<file path="config.mk">
export PLATFORM = sky130hd
export DESIGN_NAME = cdc_fifo_write_pointer_flat
export DESIGN_NICKNAME = d
export VERILOG_FILES = /design/src/rtl/cdc_fifo_write_pointer_if.sv /design/src/rtl/cdc_fifo_write_pointer.sv /design/src/flat_wrapper.sv
export SDC_FILE = /design/constraint.sdc
export NUM_CORES = 1
export LEC_CHECK = 0
export ABC_AREA = 1
export BUFFER_PORTS_ARGS = -buffer_cell sky130_fd_sc_hd__buf_4
export CAP_MARGIN = 10
export CORE_AREA = 5 5 67 51
export CTS_BUF_LIST = sky130_fd_sc_hd__clkbuf_2 sky130_fd_sc_hd__clkbuf_4 sky130_fd_sc_hd__clkbuf_8
export CTS_CLUSTER_SIZE = 20
export DETAILED_ROUTE_END_ITERATION = 12
export DIE_AREA = 0 0 72 56
export GPL_TIMING_DRIVEN = 0
export HOLD_SLACK_MARGIN = 0.02
export PLACE_DENSITY = 0.7
export SLEW_MARGIN = 20
export SYNTH_ARGS = -nofsm -noshare
export SYNTH_HDL_FRONTEND = slang
export SYNTH_SLANG_ARGS = --single-unit
</file>
<file path="constraint.sdc">
create_clock -name clock -period 2.47 [get_ports clock]
set_input_delay 0.1235 -clock clock [delete_from_list [all_inputs] [get_ports clock]]
set_output_delay 0.1235 -clock clock [all_outputs]
set_load 0.03 [all_outputs]
</file>
<file path="src/rtl/cdc_fifo_write_pointer_if.sv">
// Write-side bundle of the CDC FIFO pointer engine: client request, RAM strobe, pointers and status flags.
// master = write client / environment, slave = cdc_fifo_write_pointer.
interface cdc_fifo_write_pointer_if #(
  parameter int unsigned ADDRESS_WIDTH = 4
);
  logic                     increment;
  logic                     clear_overflow;
  logic [ADDRESS_WIDTH:0]   read_pointer_gray;
  logic [ADDRESS_WIDTH-1:0] write_address;
  logic                     write_enable;
  logic [ADDRESS_WIDTH:0]   write_pointer_gray;
  logic [ADDRESS_WIDTH:0]   level;
  logic                     full;
  logic                     almost_full;
  logic                     overflow;

  modport master (
    output increment, clear_overflow, read_pointer_gray,
    input  write_address, write_enable, write_pointer_gray, level, full, almost_full, overflow
  );

  modport slave (
    input  increment, clear_overflow, read_pointer_gray,
    output write_address, write_enable, write_pointer_gray, level, full, almost_full, overflow
  );
endinterface

</file>
<file path="src/rtl/cdc_fifo_write_pointer.sv">
// Write-domain pointer/flag engine of the async FIFO: wrap-bit pointer, read-pointer synchroniser, level and flags.
// Optional almost_full comparator enabled by defining CDC_FIFO_WRITE_ALMOST_FULL_EN.
module cdc_fifo_write_pointer #(
  parameter int unsigned ADDRESS_WIDTH         = 4,
  parameter int unsigned SYNC_STAGES           = 2,
  parameter int unsigned ALMOST_FULL_THRESHOLD = (1 << ADDRESS_WIDTH) - 2
) (
  input logic                     clock,
  input logic                     reset,
  cdc_fifo_write_pointer_if.slave bus
);
  localparam int unsigned PW = ADDRESS_WIDTH + 1;
  localparam logic [ADDRESS_WIDTH:0] DEPTH_P = {1'b1, {ADDRESS_WIDTH{1'b0}}};

  logic [ADDRESS_WIDTH:0] r_wptr_bin;
  logic [ADDRESS_WIDTH:0] r_wptr_gray;
  logic [ADDRESS_WIDTH:0] r_sync [SYNC_STAGES];
  logic                   r_overflow;
  logic [ADDRESS_WIDTH:0] w_wptr_next;
  logic [ADDRESS_WIDTH:0] w_rptr_sync;
  logic [ADDRESS_WIDTH:0] w_level;
  logic                   w_full;
  logic                   w_we;

  if (SYNC_STAGES < 2) begin : g_bad_sync
    $error("cdc_fifo_write_pointer: SYNC_STAGES must be >= 2");
  end

  // Gray-to-binary: each binary bit is the XOR of all gray bits at or above it.
  always_comb begin
    w_rptr_sync = r_sync[SYNC_STAGES-1];
    for (int unsigned i = 1; i < PW; i++) begin
      w_rptr_sync = w_rptr_sync ^ (r_sync[SYNC_STAGES-1] >> i);
    end
  end

  always_comb begin
    w_level     = r_wptr_bin - w_rptr_sync;
    w_full      = (w_level == DEPTH_P);
    w_we        = bus.increment & ~w_full & ~reset;
    w_wptr_next = r_wptr_bin + PW'(1);
  end

  always_ff @(posedge clock) begin
    if (reset) begin
      r_wptr_bin  <= '0;
      r_wptr_gray <= '0;
      r_overflow  <= 1'b0;
      for (int unsigned i = 0; i < SYNC_STAGES; i++) begin
        r_sync[i] <= '0;
      end
    end else begin
      if (w_we) begin
        r_wptr_bin  <= w_wptr_next;
        r_wptr_gray <= w_wptr_next ^ (w_wptr_next >> 1);
      end
      // Set has priority over clear so an overflow on the clearing edge is not lost.
      if (bus.increment && w_full) begin
        r_overflow <= 1'b1;
      end else if (bus.clear_overflow) begin
        r_overflow <= 1'b0;
      end
      r_sync[0] <= bus.read_pointer_gray;
      for (int unsigned i = 1; i < SYNC_STAGES; i++) begin
        r_sync[i] <= r_sync[i-1];
      end
    end
  end

  assign bus.write_address      = r_wptr_bin[ADDRESS_WIDTH-1:0];
  assign bus.write_enable       = w_we;
  assign bus.write_pointer_gray = r_wptr_gray;
  assign bus.level              = w_level;
  assign bus.full               = w_full;
  assign bus.overflow           = r_overflow;

`ifdef CDC_FIFO_WRITE_ALMOST_FULL_EN
  if (ALMOST_FULL_THRESHOLD < 1 || ALMOST_FULL_THRESHOLD > (1 << ADDRESS_WIDTH)) begin : g_bad_threshold
    $error("cdc_fifo_write_pointer: ALMOST_FULL_THRESHOLD must be in 1..DEPTH");
  end
  assign bus.almost_full = (w_level >= PW'(ALMOST_FULL_THRESHOLD));
`else
  assign bus.almost_full = 1'b0;
`endif
endmodule

</file>
<file path="src/flat_wrapper.sv">
// flat-port wrapper written by rule: the top's interface ports become plain ports
module cdc_fifo_write_pointer_flat 
#(
  parameter int unsigned ADDRESS_WIDTH         = 4,
  parameter int unsigned SYNC_STAGES           = 2,
  parameter int unsigned ALMOST_FULL_THRESHOLD = (1 << ADDRESS_WIDTH) - 2
)
  (clock, reset, bus_increment, bus_clear_overflow, bus_read_pointer_gray, bus_write_address, bus_write_enable, bus_write_pointer_gray, bus_level, bus_full, bus_almost_full, bus_overflow);
  cdc_fifo_write_pointer_if #(.ADDRESS_WIDTH(ADDRESS_WIDTH)) bus_i ();
  input logic clock;
  input logic reset;
  input wire logic [$bits(bus_i.increment)-1:0] bus_increment;
  input wire logic [$bits(bus_i.clear_overflow)-1:0] bus_clear_overflow;
  input wire logic [$bits(bus_i.read_pointer_gray)-1:0] bus_read_pointer_gray;
  output wire logic [$bits(bus_i.write_address)-1:0] bus_write_address;
  output wire logic [$bits(bus_i.write_enable)-1:0] bus_write_enable;
  output wire logic [$bits(bus_i.write_pointer_gray)-1:0] bus_write_pointer_gray;
  output wire logic [$bits(bus_i.level)-1:0] bus_level;
  output wire logic [$bits(bus_i.full)-1:0] bus_full;
  output wire logic [$bits(bus_i.almost_full)-1:0] bus_almost_full;
  output wire logic [$bits(bus_i.overflow)-1:0] bus_overflow;
  assign bus_i.increment = bus_increment;
  assign bus_i.clear_overflow = bus_clear_overflow;
  assign bus_i.read_pointer_gray = bus_read_pointer_gray;
  assign bus_write_address = bus_i.write_address;
  assign bus_write_enable = bus_i.write_enable;
  assign bus_write_pointer_gray = bus_i.write_pointer_gray;
  assign bus_level = bus_i.level;
  assign bus_full = bus_i.full;
  assign bus_almost_full = bus_i.almost_full;
  assign bus_overflow = bus_i.overflow;
  cdc_fifo_write_pointer #(.ADDRESS_WIDTH(ADDRESS_WIDTH), .SYNC_STAGES(SYNC_STAGES), .ALMOST_FULL_THRESHOLD(ALMOST_FULL_THRESHOLD)) u_core (.clock(clock), .reset(reset), .bus(bus_i));
endmodule
</file>
Word-level counts from Yosys, hierarchy flattened:

Memories as Yosys holds them, arrays and structs flattened.
Index checks and enable logic that the tools add are counted.
W data, S select, Z words.

* add/subtract/negate cells: 2
* equal/unequal tests: 1
* multiplexer cells: 7
* bitwise logic cells: 11
* reduce and logical (&&, ||, !) cells: 2

Operator list (number)
* $mux W5: 2
* $xor A5 B4 Y5: 2
* $add A5 B1 Y5 const B: 1
* $eq A5 B5 Y1 const B: 1
* $mux W1: 5
* $sub A5 B5 Y5: 1
* $xor A5 B1 Y5: 1
* $xor A5 B2 Y5: 1
* $xor A5 B3 Y5: 1
* $and A1 B1 Y1: 2
* $not A1 Y1: 2
* $or A1 B1 Y1: 2
* $reduce_bool A2 Y1: 1
* $logic_and A1 B1 Y1: 1

* register bits after elaboration: 11
* memory bits (writable): 10
* input port bits: 9
* output and inout port bits: 18
* logic and storage cells: 27
* memories: 1

Memory list
* u_core.r_sync: words 2, width 5, rd ports 2, clocked after Yosys merged registers in 0, wr ports 2, RTL line cdc_fifo_write_pointer.sv:17 `logic [ADDRESS_WIDTH:0] r_sync [SYNC_STAGES];`

Depth between registers and ports, before layout:

An unclocked memory read counts as a cell.

* depth after elaboration: 10
* depth in mapped cells: 15
* gate-level depth less buffers: 15

Least setup slack after synthesis:

No wires, ideal clock.

* path kind: register to register
* from: mem u_core.r_sync[0][9] in the netlist's numbering
* to: reg u_core.r_wptr_bin[2]
* setup time: 59 ps
* arrival: 2652 ps
* data required time: 2411 ps
* slack: -241 ps
* cell stages (with the launch flop): 13
* buffers on the path: 0
* clock period less this slack: 2711 ps
* cell sequence: dfxtp_1 > xnor2_2 > xnor2_2 > xnor2_1 > ha_1 > fa_1 > xnor2_1 > nor2_2 > nand3_4 > nand2_4 > inv_4 > nand2_1 > nand2_1

RTL lines
* from (decl): RTL line cdc_fifo_write_pointer.sv:17
* to (signal assigned): RTL line cdc_fifo_write_pointer.sv:54 `r_wptr_bin <= w_wptr_next;`
* to (decl): RTL line cdc_fifo_write_pointer.sv:15 `logic [ADDRESS_WIDTH:0] r_wptr_bin;`

==> summary.log <==
[clocking] Reg clk slew, reported paths 0.07 ns
[global_route] Tot GR Track Use 11.2%
[clocking] later-pin clock latency in the skew report 0.26 ns
[cells_and_area] count of fill cells added during filler insertion 247
[clocking] number of hold buffers added after CTS 0
[clocking] Sink Count 20
[cells_and_area] fin nets 196
[timing] unrepaired setup endpoints after global routing yes
[drt] 1st-iter DRT viols 32
[drt] number of remaining DRC errors 0
[timing] maximum clock frequency 399 MHz
[run_status] status finished with violations
[timing] worst-case clock skew 0.00121 ns
[logic_synthesis] net count after synthesis 157
[clocking] depth of the CTS H-tree 1
[logic_synthesis] proportion of synthesized chip area in sequential cells 37.2%
[drt] Initial DRT Pass Iterations 5
[cells_and_area] commonest non-fill, non-tap cells in the layout sky130_fd_sc_hd__buf_4 (32), sky130_fd_sc_hd__inv_1 (24), sky130_fd_sc_hd__nand2_1 (24), sky130_fd_sc_hd__dfxtp_1 (16)
[logic_synthesis] summed instance area of the synthesized netlist 1080 um^2
[job] number of max-capacitance violations reported 0
[die] starting utilization of the core area 40.2%
[cells_and_area] sequential standard cell area 405 um^2
[worst_setup_path] worst flop-to-flop path startpoint u_core.r_sync[0][8]
[place] GPL Wtd Cong 0.819
[timing] minimum setup slack in the final design -0.0385 ns
[worst_setup_path] required arrival time at the worst endpoint 2.35 ns
[logic_synthesis] number of synthesized register bits 20
[drt] Vias 965
[drt] Via-to-Cell Ratio 4.47
[worst_setup_path] data arrival time of the critical path 2.38 ns
[drt] routed len/inst 10.3 um
[die] row count 16
[die] Die Y 56 um
[logic_synthesis] number of distinct library cell variants in the gate-level netlist after synthesis 23
[clocking] CTS Buf Count 3
[place] port bufs 25
[global_route] initial antenna violation count 0
[place] Detailed Place HPWL 1600 um
[logic_synthesis] Mean Syn Cell Area 7.59 um^2
[cells_and_area] # diodes 0
[global_route] global-route congestion overflow total 0
[die] area enclosed by the die boundary 4030 um^2
[worst_setup_path] nature of the critical path startpoint register
[timing] Final Hold Violating Endpoints 0
[worst_setup_path] worst setup path class register to output port
[logic_synthesis] synth warn 0
[drt] sum of routed wire length over all layers 2240 um
[drt] post-route antenna net violation count 0
[cells_and_area] synthesis-to-layout area growth 41.2%
[worst_setup_path] Worst path max stage delay 0.40 ns
[die] Die Span X 72 um
[power_and_ir_drop] Pleak 0.791 nW
[run_status] failing checks setup timing
[cells_and_area] multi-input gate area in the final layout 604 um^2
[worst_hold_path] worst min path class input port to register
[worst_setup_path] crit path capture type output port
[clocking] master cell of the clock root buffer sky130_fd_sc_hd__clkbuf_8
[die] num ports 27
[worst_setup_path] ordered list of cells on the worst path xnor2_4, xnor2_2, xnor2_2, ha_2, fa_2, inv_2, nand3_2, nand2_2, nand2_2, nand2_4, nand3_4, nand2_4, inv_4, buf_6
[power_and_ir_drop] total chip power 1.15 mW
[worst_setup_path] Critical Path Start u_core.r_sync[0][8]
[clocking] maximum buffer depth of the clock tree 2
[global_route] pin count of the biggest net entering global routing 13
[cells_and_area] fraction of layout instances using a drive strength above 1 37.2%
[worst_setup_path] Crit-path slowest cell sky130_fd_sc_hd__fa_2
[clocking] TritonCTS clock tree done
[timing] sum of negative setup slack -0.0409 ns
[worst_setup_path] critical path buffer and inverter count 3
[logic_synthesis] post-synthesis instance total 142
[power_and_ir_drop] worst IR drop on VDD 0.000425 V
[global_route] number of global-route vias before repair 822
[timing] setup-violating endpoint count in the final report 2
[global_route] first-pass GRT wire length 3660 um
[timing] final-report max-slew violation count 0
[power_and_ir_drop] PD cells 758 nW/um^2
[worst_setup_path] Critical Path Fanout Max 4
[timing] post-route minimum period 2.51 ns
[worst_hold_path] min-delay src bus_read_pointer_gray[1]
[die] Placeable Area 2680 um^2
[cells_and_area] most frequent standard cell in the layout excluding fill and tap cells sky130_fd_sc_hd__buf_4
[timing] Period Utilization, post-route 102%
[worst_setup_path] Crit path max-delay family adder cells
-- registers in the layout, indices dropped and copies added (netlist names) --
signal,cells
u_core.bus.write_pointer_gray,5
u_core.r_wptr_bin,4
u_core.r_sync,10
u_core.bus.overflow,1
-- worst register-to-register path, stage by stage (launching register included) --
cell and delay [ns]:
sky130_fd_sc_hd__dfxtp_2 0.35, sky130_fd_sc_hd__xnor2_4 0.15, sky130_fd_sc_hd__xnor2_2 0.16, sky130_fd_sc_hd__xnor2_2 0.15, sky130_fd_sc_hd__ha_2 0.19, sky130_fd_sc_hd__fa_2 0.40, sky130_fd_sc_hd__inv_2 0.07, sky130_fd_sc_hd__nand3_2 0.08
sky130_fd_sc_hd__nand2_2 0.08, sky130_fd_sc_hd__nand2_2 0.06, sky130_fd_sc_hd__nand2_4 0.07, sky130_fd_sc_hd__nand3_4 0.12, sky130_fd_sc_hd__nand2_4 0.10, sky130_fd_sc_hd__inv_4 0.03, sky130_fd_sc_hd__buf_4 0.14, sky130_fd_sc_hd__nand2_1 0.06
sky130_fd_sc_hd__nand2_1 0.05
-- synthesized netlist by cell type, drive strengths merged --
cell / number / area, um^2
xor2: 4 / 35.0
nand3: 17 / 103
dfxtp: 20 / 400
xnor2: 9 / 93.8
inv: 30 / 118
conb: 1 / 3.75
buf: 1 / 7.51
ha: 5 / 62.6
or2: 1 / 6.26
nand2: 31 / 131
clkbuf: 1 / 3.75
fa: 1 / 20.0
a21oi: 5 / 25.0
nor2: 15 / 58.8
o32ai: 1 / 8.76
-- cells by family after synthesis --
| logic type | after synthesis | share of synthesized area, % |
|---|---|---|
| AO/OA/AOI/OAI | 6 | 3.14 |
| XOR/XNOR | 13 | 12.0 |
| adder cells (fa/ha/maj) | 6 | 7.67 |
| buffers and inverters | 32 | 12.0 |
| flip-flops | 20 | 37.2 |
| other | 1 | 0.348 |
| AND/OR/NAND/NOR | 64 | 27.8 |
-- worst paths after layout --
| check | end | cells after the start | slack (ns) |
|---|---|---|---|
| hold / removal | u_core.r_sync[0][1] | 3 | 0.06 |
| hold reg to reg | u_core.r_sync[0][8] | 2 | 0.40 |
| setup / recovery | bus_write_enable | 14 | -0.04 |
| setup reg to reg | u_core.bus.write_pointer_gray[2] | 16 | 0.12 |
-- timing repair --
action	in CTS	in global routing
gates resized for setup	9	7
endpoints found under the setup margin	12	13
pin swaps	10	10
setup buffers	8	2
-- per-layer routing --
| metal | vias up | global-route usage (%) | share of wire [%] |
|---|---|---|---|
| li1 | 501 | - | - |
| met1 | 437 | 14.7 | 46 |
| met2 | 25 | 17.9 | 48 |
| met3 | 2 | 3.97 | 5.5 |
| met4 | 0 | 1.61 | 0.36 |
| met5 | - | 0 | 0 |
-- final cells by class --
type / instances / share of cell area (%)
Buffer: 2 / 0.740
Clock inverter: 1 / 1.97
Timing Repair Buffer: 34 / 17.5
Tap cell: 36 / 2.96
Clock buffer: 3 / 2.71
Multi-Input combinational cell: 90 / 39.7
Inverter: 30 / 7.73
Sequential cell: 20 / 26.6
-- stage by stage --
step	worst slack (ns)	instances	hold slack (ns)	utilization, %	area, um^2
global placement	-0.128	203	0.322	49.6	1330
floorplan	0.00554	142	0.227	-	1100
finish	-0.0385	216	0.0596	56.7	1520
CTS	-0.107	215	0.0553	55.4	1490
detailed placement	-0.148	203	0.329	49.6	1330
global route	-0.176	216	0.0558	56.7	1520
-- power by group --
| group | total (mW) | internal, mW | switching (mW) | leakage, nW |
|---|---|---|---|---|
| sequential | 0.366 | 0.346 | 0.0201 | 0.166 |
| combinational | 0.460 | 0.196 | 0.265 | 0.589 |
| clock | 0.327 | 0.216 | 0.110 | 0.0357 |
Power figures use the tool's default switching activity.
